$ cat src/rtl/rv_mem_arb_pkg.sv
// Shared types and helpers for the instruction/data memory arbiter.
package rv_mem_arb_pkg;

  typedef enum logic {
    DATA_PRI  = 1'b0,
    FETCH_PRI = 1'b1
  } pri_state_e;

  typedef enum logic [1:0] {
    OWN_NONE = 2'd0,
    OWN_IF   = 2'd1,
    OWN_DM   = 2'd2
  } owner_e;

  function automatic int unsigned calc_addr_w(input int unsigned mem_size_bytes);
    return $clog2(mem_size_bytes / 4);
  endfunction

endpackage

$ cat src/rtl/rv_mem_arb_sat_cnt.sv
// Saturating up-counter with synchronous clear; clear wins over increment.
module rv_mem_arb_sat_cnt #(
  parameter int unsigned WIDTH = 8
) (
  input  logic             clk,
  input  logic             rst,
  input  logic             inc,
  input  logic             clr,
  output logic [WIDTH-1:0] count
);

  always_ff @(posedge clk or negedge rst) begin
    if (!rst) begin
      count <= '0;
    end else if (clr) begin
      count <= '0;
    end else if (inc && (count != {WIDTH{1'b1}})) begin
      count <= count + 1'b1;
    end
  end

endmodule

$ cat src/rtl/rv_mem_arbiter.sv
// Arbitrates one single-port word RAM between instruction fetch and data memory,
// with data priority bounded by a streak counter so fetch always makes progress.
module rv_mem_arbiter
  import rv_mem_arb_pkg::*;
#(
  parameter int unsigned MEM_SIZE_BYTES  = 1024,
  parameter int unsigned MAX_DATA_STREAK = 4,
  parameter int unsigned ADDR_W          = calc_addr_w(MEM_SIZE_BYTES)
) (
  input  logic              clk,
  input  logic              rst,

  input  logic              if_req_Q100H,
  input  logic [31:0]       if_addr_Q100H,
  output logic              if_gnt_Q100H,
  output logic              if_rvalid_Q101H,
  output logic [31:0]       if_rdata_Q101H,

  input  logic              dm_req_Q103H,
  input  logic              dm_wr_en_Q103H,
  input  logic [31:0]       dm_addr_Q103H,
  input  logic [31:0]       dm_wr_data_Q103H,
  input  logic [3:0]        dm_byte_en_Q103H,
  output logic              dm_gnt_Q103H,
  output logic              dm_rvalid_Q104H,
  output logic [31:0]       dm_rdata_Q104H,

  output logic              mem_en,
  output logic              mem_wr_en,
  output logic [ADDR_W-1:0] mem_addr,
  output logic [31:0]       mem_wr_data,
  output logic [3:0]        mem_byte_en,
  input  logic [31:0]       mem_rd_data,

  output logic [31:0]       fetch_stall_cnt
);

  localparam int unsigned STREAK_W = $clog2(MAX_DATA_STREAK + 1);
  localparam logic [STREAK_W-1:0] STREAK_LAST = STREAK_W'(MAX_DATA_STREAK - 1);

  pri_state_e          state_q, state_d;
  owner_e              owner;
  logic [STREAK_W-1:0] streak_cnt;
  logic                streak_inc, streak_clr;
  logic                if_rd_pending, dm_rd_pending;
  logic                if_gnt, dm_gnt;

  // Grants are forced low while reset is asserted.
  always_comb begin
    owner = OWN_NONE;
    if (rst) begin
      if (state_q == FETCH_PRI) begin
        if (if_req_Q100H)      owner = OWN_IF;
        else if (dm_req_Q103H) owner = OWN_DM;
      end else begin
        if (dm_req_Q103H)      owner = OWN_DM;
        else if (if_req_Q100H) owner = OWN_IF;
      end
    end
  end

  assign if_gnt       = (owner == OWN_IF);
  assign dm_gnt       = (owner == OWN_DM);
  assign if_gnt_Q100H = if_gnt;
  assign dm_gnt_Q103H = dm_gnt;

  always_comb begin
    mem_en      = 1'b0;
    mem_wr_en   = 1'b0;
    mem_addr    = '0;
    mem_wr_data = '0;
    mem_byte_en = 4'b1111;
    unique case (owner)
      OWN_IF: begin
        mem_en   = 1'b1;
        mem_addr = if_addr_Q100H[ADDR_W+1:2];
      end
      OWN_DM: begin
        mem_en    = 1'b1;
        mem_wr_en = dm_wr_en_Q103H;
        mem_addr  = dm_addr_Q103H[ADDR_W+1:2];
        if (dm_wr_en_Q103H) begin
          mem_wr_data = dm_wr_data_Q103H;
          mem_byte_en = dm_byte_en_Q103H;
        end
      end
      default: ;
    endcase
  end

  assign streak_inc = (state_q == DATA_PRI) && dm_gnt && if_req_Q100H;
  assign streak_clr = if_gnt || !if_req_Q100H;

  // With both requesters idle the state is held; a dropped fetch alone yields back to data.
  always_comb begin
    state_d = state_q;
    case (state_q)
      DATA_PRI: begin
        if (streak_inc && (streak_cnt == STREAK_LAST)) state_d = FETCH_PRI;
      end
      FETCH_PRI: begin
        if (if_gnt || (!if_req_Q100H && dm_req_Q103H)) state_d = DATA_PRI;
      end
      default: state_d = DATA_PRI;
    endcase
  end

  always_ff @(posedge clk or negedge rst) begin
    if (!rst) begin
      state_q       <= DATA_PRI;
      if_rd_pending <= 1'b0;
      dm_rd_pending <= 1'b0;
    end else begin
      state_q       <= state_d;
      if_rd_pending <= if_gnt;
      dm_rd_pending <= dm_gnt & ~dm_wr_en_Q103H;
    end
  end

  assign if_rvalid_Q101H = if_rd_pending;
  assign if_rdata_Q101H  = if_rd_pending ? mem_rd_data : 32'h0;
  assign dm_rvalid_Q104H = dm_rd_pending;
  assign dm_rdata_Q104H  = dm_rd_pending ? mem_rd_data : 32'h0;

  rv_mem_arb_sat_cnt #(
    .WIDTH (STREAK_W)
  ) u_streak_cnt (
    .clk   (clk),
    .rst   (rst),
    .inc   (streak_inc),
    .clr   (streak_clr),
    .count (streak_cnt)
  );

  rv_mem_arb_sat_cnt #(
    .WIDTH (32)
  ) u_stall_cnt (
    .clk   (clk),
    .rst   (rst),
    .inc   (if_req_Q100H & ~if_gnt),
    .clr   (1'b0),
    .count (fetch_stall_cnt)
  );

  // Upper and byte-offset address bits are deliberately ignored.
  logic unused_addr_bits;
  assign unused_addr_bits = ^{if_addr_Q100H[31:ADDR_W+2], if_addr_Q100H[1:0],
                              dm_addr_Q103H[31:ADDR_W+2], dm_addr_Q103H[1:0]};

endmodule

$ cat config.mk
export PLATFORM = sky130hd
export DESIGN_NAME = rv_mem_arbiter
export DESIGN_NICKNAME = d
export VERILOG_FILES = /design/src/rtl/rv_mem_arb_pkg.sv /design/src/rtl/rv_mem_arb_sat_cnt.sv /design/src/rtl/rv_mem_arbiter.sv
export SDC_FILE = /design/constraint.sdc
export NUM_CORES = 1
export LEC_CHECK = 0
export BUFFER_PORTS_ARGS = -buffer_cell sky130_fd_sc_hd__buf_2
export CELL_PAD_IN_SITES_DETAIL_PLACEMENT = 0
export CELL_PAD_IN_SITES_GLOBAL_PLACEMENT = 1
export CORE_UTILIZATION = 21
export CTS_CLUSTER_SIZE = 25
export DETAILED_ROUTE_END_ITERATION = 6
export GPL_ROUTABILITY_DRIVEN = 0
export GPL_TIMING_DRIVEN = 0
export PLACE_DENSITY_LB_ADDON = 0.1
export SYNTH_ARGS = -nofsm -noshare
export SYNTH_HDL_FRONTEND = slang
export SYNTH_SLANG_ARGS = --single-unit
$ cat constraint.sdc
create_clock -name clk -period 2.1 [get_ports clk]
set_input_delay 0.105 -clock clk [delete_from_list [all_inputs] [get_ports clk]]
set_output_delay 0.105 -clock clk [all_outputs]
set_load 0.01 [all_outputs]
Word level (Yosys, flattened, before mapping)
Cells that the tools add are included.

operators by class
  bitwise operators = 5
  add/subtract/negate cells = 2
  reductions and logical operators = 11
  multiplexer cells = 20
  equality and inequality tests = 5

operators with widths
  cell                                                                    count
  32-bit two-way mux                                                      4
  32-bit by 1-bit adder with 32-bit output (second input constant)        1
  32-bit != test (second input constant)                                  1
  8-bit case mux with 2 select lines                                      1
  2-bit two-way mux                                                       5
  4-bit two-way mux                                                       2
  1-bit logical AND                                                       6
  3-bit two-way mux                                                       2
  1-bit two-way mux                                                       5
  3-bit by 1-bit adder with 3-bit output (second input constant)          1
  3-bit by 2-bit equality test with 1-bit output (second input constant)  1
  3-bit != test (second input constant)                                   1
  1-bit inverter                                                          3
  1-bit AND                                                               2
  2-bit by 1-bit equality test with 1-bit output (second input constant)  1
  2-bit equality test (second input constant)                             1
  1-bit logical OR                                                        2
  1-bit case mux with 2 select lines                                      1
  2-bit nonzero test                                                      1
  2-bit OR reduction                                                      1
  1-bit zero test                                                         1

storage, ports and cells
  output and inout port bits = 146
  register bits = 38

Logic depth before layout (Yosys ltp)
  depth in word-level cells = 10
  depth in mapped cells = 10
  gate-level depth less buffers = 9

Modules after synthesis
Synthesis repeated with hierarchy kept, for this count alone.

second synthesis, totals
  cell total of the unflattened synthesis = 366
  area total of the unflattened synthesis = 3037.9 µm²

by module, submodules not included
  module                              cells each  sequential area each (µm²)  instances  area each (µm²)
  rv_mem_arb_sat_cnt at u_stall_cnt   198         800.8                       1          1854.3
  rv_mem_arbiter                      153         75.1                        1          999.7
  rv_mem_arb_sat_cnt at u_streak_cnt  15          75.1                        1          183.9

Least setup slack after synthesis
OpenSTA, ideal clock, no wires.

  path kind = reg-to-reg
  from = register state_q
  to = register u_stall_cnt.count[28]
  setup time = 0.127 ns
  period minus slack after synthesis = 2.372 ns
  arrival time = 2.245 ns
  data required time = 1.973 ns
  buffers on the path = 1
  stages on the path, launching flop included = 11
  path slack = -0.272 ns
  cell sequence = dfrtp_1 -> inv_1 -> a21o_1 -> inv_1 -> ha_1 -> nand2b_1 -> buf_2 -> or3_4 -> a2111oi_4 -> nand3_1 -> xnor2_1

on the way
  cells in the longest elaborated chain, start to end = 6

ends and longest elaborated chain
  what                                            line                      text
  start, declared                                 rv_mem_arbiter.sv:41      pri_state_e state_q, state_d;
  start signal, assigned                          rv_mem_arbiter.sv:114     state_q <= state_d;
  2-bit two-way mux                               rv_mem_arbiter.sv:52      if (state_q == FETCH_PRI) begin
  2-bit two-way mux                               rv_mem_arbiter.sv:51      if (rst) begin
  2-bit by 1-bit equality test with 1-bit output  rv_mem_arbiter.sv:62      assign if_gnt = (owner == OWN_IF);
  net if_gnt_Q100H                                rv_mem_arbiter.sv:15      output logic if_gnt_Q100H,
  1-bit inverter                                  rv_mem_arbiter.sv:140     .inc (if_req_Q100H & ~if_gnt),
  1-bit AND                                       rv_mem_arbiter.sv:140
  1-bit logical AND                               rv_mem_arb_sat_cnt.sv:17  end else if (inc && (count != {WIDTH{1'b1}})) begin
  end signal, assigned                            rv_mem_arb_sat_cnt.sv:18  count <= count + 1'b1;
  end, declared                                   rv_mem_arb_sat_cnt.sv:9   output logic [WIDTH-1:0] count

The timed path passes the listed nets, and every way through them passes these cells.
A chain may end at the register's enable or synchronous reset.

Final worst setup path
  from = register u_stall_cnt.count[3]
  to = register u_stall_cnt.count[1]

on the way
  cells in the longest elaborated chain, start to end = 2

ends and longest elaborated chain
  what               line
  32-bit != test     rv_mem_arb_sat_cnt.sv:17
  1-bit logical AND  rv_mem_arb_sat_cnt.sv:17

Every way passes these cells.

==> out/results.txt <==
Slew headroom = 66.6%
Die Area = 13700 µm²
Top cell type by total area after synthesis = dfrtp_1
Max incr delay on CP = 0.64 ns
Vias in the first global route = 2847
Final Setup Violations = 1
Worst-path cell chain = nand4_4 > or4_4 > o31ai_4 > mux2_1
Ports = 283
Final Skew = 0.00439 ns
Max Clk Rate = 469 MHz
Worst Hold Class = in2reg
Top cells by count, synth = 66 x and2_1, 38 x and3_1, 38 x dfrtp_1
Yosys warns = 0
Syn nets = 462
Ys flop type = dfrtp_1
CTS sink count = 38
Cell family with most CP delay = simple AND/OR/NAND/NOR gates
Pin count of the biggest net entering global routing = 39
Run status = finished with violations
Router iterations before antenna repair = 4
GRT Residual Overflow = 0
Die height = 117 µm
CP Capture Type = flip-flop
R2R Path Start = u_stall_cnt.count[3]
Reg2Reg Setup Slack = -0.03 ns
Synth top area share = 34.3%
Post-placement cell area = 4170 µm²
Final hold viol count = 0
Vias post-DR = 3190
Synth cell types = 38
Clk Tree Root Cell = clkbuf_16
Crit Path Category = reg2reg
Worst EP required = 2.27 ns
Sequential element share of the synthesized area = 34.3%
Async set or reset register ratio after synthesis = 100%
Initial core utilization = 21.8%
Avg WL per Cell = 14.5 µm
Area Growth Syn to Fin = 65.7%
Fin worst setup slack = -0.0331 ns
Pwr per Cell Area = 534 nW/µm²
# fillers = 1393
Post-route DRC violation count = 0
Core Area = 12700 µm²
CP bufs+invs = 0
H-tree Lvls = 2
# Max-Cap Violations = 0
End of the critical path = u_stall_cnt.count[1]
All-Layer GR Usage = 14.8%
Number of synthesized flops with an enable pin = 0
Synth Area per Inst = 8.69 µm²
Min cycle time layout = 2.13 ns
Routed WL = 10800 µm
Synthesized instance count = 319
Worst-path clk slew = 0.06 ns
Final instance area = 4590 µm²
DP HPWL = 8600 µm
RSZ-0062 raised after global routing = true
Top-count cell post-synth = and2_1
Flops & latches, synth = 38
Number of cells on the critical path = 4
Synthesized area = 2770 µm²
Final Cycle Share = 102%
Fin cells = 745
Critical path's slowest cell = or4_4
WP data arrival = 2.30 ns
DRT antenna net count = 0
WHS = 0.0840 ns
Power Total = 2.45 mW
Initial antenna violation count = 0
# rows = 41
Synth top area cells = dfrtp_1 34%, and2_1 15%, xnor2_1 8.8%
DRT iter0 DRCs = 132
CTS tree = done
Antenna diodes = 0
Worst R2R End = u_stall_cnt.count[1]
First-pass GRT wire length = 15500 µm
Clk buf depth = 2
Largest fanout on the critical path = 8
Tightest Pin Transition = 0.498 ns
Start point of the critical path = u_stall_cnt.count[3]
Max Slew Vio Count = 0
Number of buffers created by CTS = 5
Port Buf Inserts = 234
Failing checks = setup timing
Critical Path Start Type = flip-flop
Total Nets Final = 715
Die width = 117 µm
Skew-Pair Late Insertion Delay = 0.28 ns
Via/cell ratio = 4.28
Worst r2r path cells = 4
Area of the multi-input gates = 1840 µm²
Leak pwr = 2.60 nW
Dpl cells = 725
Storage cell area = 955 µm²
Worst vdd ir = 0.286 mV
Layout cells sized above 1 = 50.8%
[cell type report]
cell class	count	share of cell area (%)
plain buffers	15	1.47
clock buffers	5	2.72
repair buffers	250	28.6
flip-flops and latches	38	20.8
well taps	172	4.69
clock inverters	3	0.872
multi-input cells	253	40.1
inverters	9	0.736
[metal layers]
metal,GRT usage (%),part of all wire (%),up-vias
met4,2.78,0.51,0
met2,28.2,53,108
met1,17.3,40,1454
li1,-,-,1622
met5,0,0,-
met3,2.47,5.9,6
[cells by family (layout without fill, tap and decap cells)]
logic type | Yosys count | in the layout | synth area share [%]
XOR/XNOR | 30 | 30 | 9.48
AO/OA/AOI/OAI | 22 | 22 | 7.13
AND/OR/NAND/NOR | 193 | 193 | 41.7
flip-flops | 38 | 38 | 34.3
adder cells (fa/ha/maj) | 6 | 6 | 2.71
multiplexers | 2 | 2 | 0.767
buffers and inverters | 28 | 282 | 3.88
[stage by stage]
stage | TNS (ns) | utilization (%) | setup slack, ns
6_report | -0.0331 | 36.1 | -0.0331
3_5_place_dp | -32.08 | 32.8 | -0.750
3_3_place_gp | -30.17 | 32.8 | -0.758
4_1_cts | -0.975 | 35.2 | -0.118
2_1_floorplan | 0 | - | 0.0117
5_1_grt | -0.950 | 36.1 | -0.177
[layout by cell type (no fill, tap or decap), types with 2 or more instances in the layout]
master / instances
buf_2: 233
and2_1: 66
and3_1: 38
dfrtp_1: 35
xnor2_1: 27
nand3_1: 18
nor2_1: 18
buf_4: 15
nand4_1: 13
clkbuf_1: 10
nand2_1: 9
inv_1: 8
a22oi_1: 8
clkbuf_16: 5
nand2b_1: 4
ha_1: 4
clkbuf_2: 3
and4_1: 3
nor3_4: 3
nor4_2: 3
a21oi_1: 3
nor3_1: 3
dfrtp_2: 3
a41o_1: 2
nor3_2: 2
nor2_4: 2
xor2_1: 2
nand3_2: 2
o211ai_1: 2
clkinv_2: 2
[what timing repair did]
action | 4_1_cts | 5_1_grt
setup buffers | 10 | 4
gates cloned | 0 | 0
gates resized for setup | 13 | 23
hold buffers | 2 | 0
endpoints found under the hold margin | 38 | 0
setup endpoints to repair | 74 | 71
pin swaps | 4 | 10
[where the power goes]
part           internal (mW)  leakage [nW]  switching [mW]
combinational          0.314          2.01           0.368
clock                  0.556        0.0836           0.303
sequential             0.808         0.506           0.105
total                   1.68          2.60           0.776
[sequential cells by signal (all words and copies together) (netlist names)]
signal	flops
state_q	1
dm_rvalid_Q104H	1
if_rvalid_Q101H	1
u_streak_cnt.count	3
u_stall_cnt.count	32
[how the worst min path moves through the flow]
stage	end	slack, ns	depth (start not counted)	startpoint
CTS	dm_rvalid_Q104H	0.10	2	dm_wr_en_Q103H
floorplan	dm_rvalid_Q104H	-0.19	0	rst
global route	dm_rvalid_Q104H	0.12	2	dm_wr_en_Q103H
finish	dm_rvalid_Q104H	0.08	2	dm_wr_en_Q103H
detailed placement	u_stall_cnt.count[17]	0.30	1	rst
global placement	u_stall_cnt.count[17]	0.30	1	rst
(Power assumes the default switching activity.)
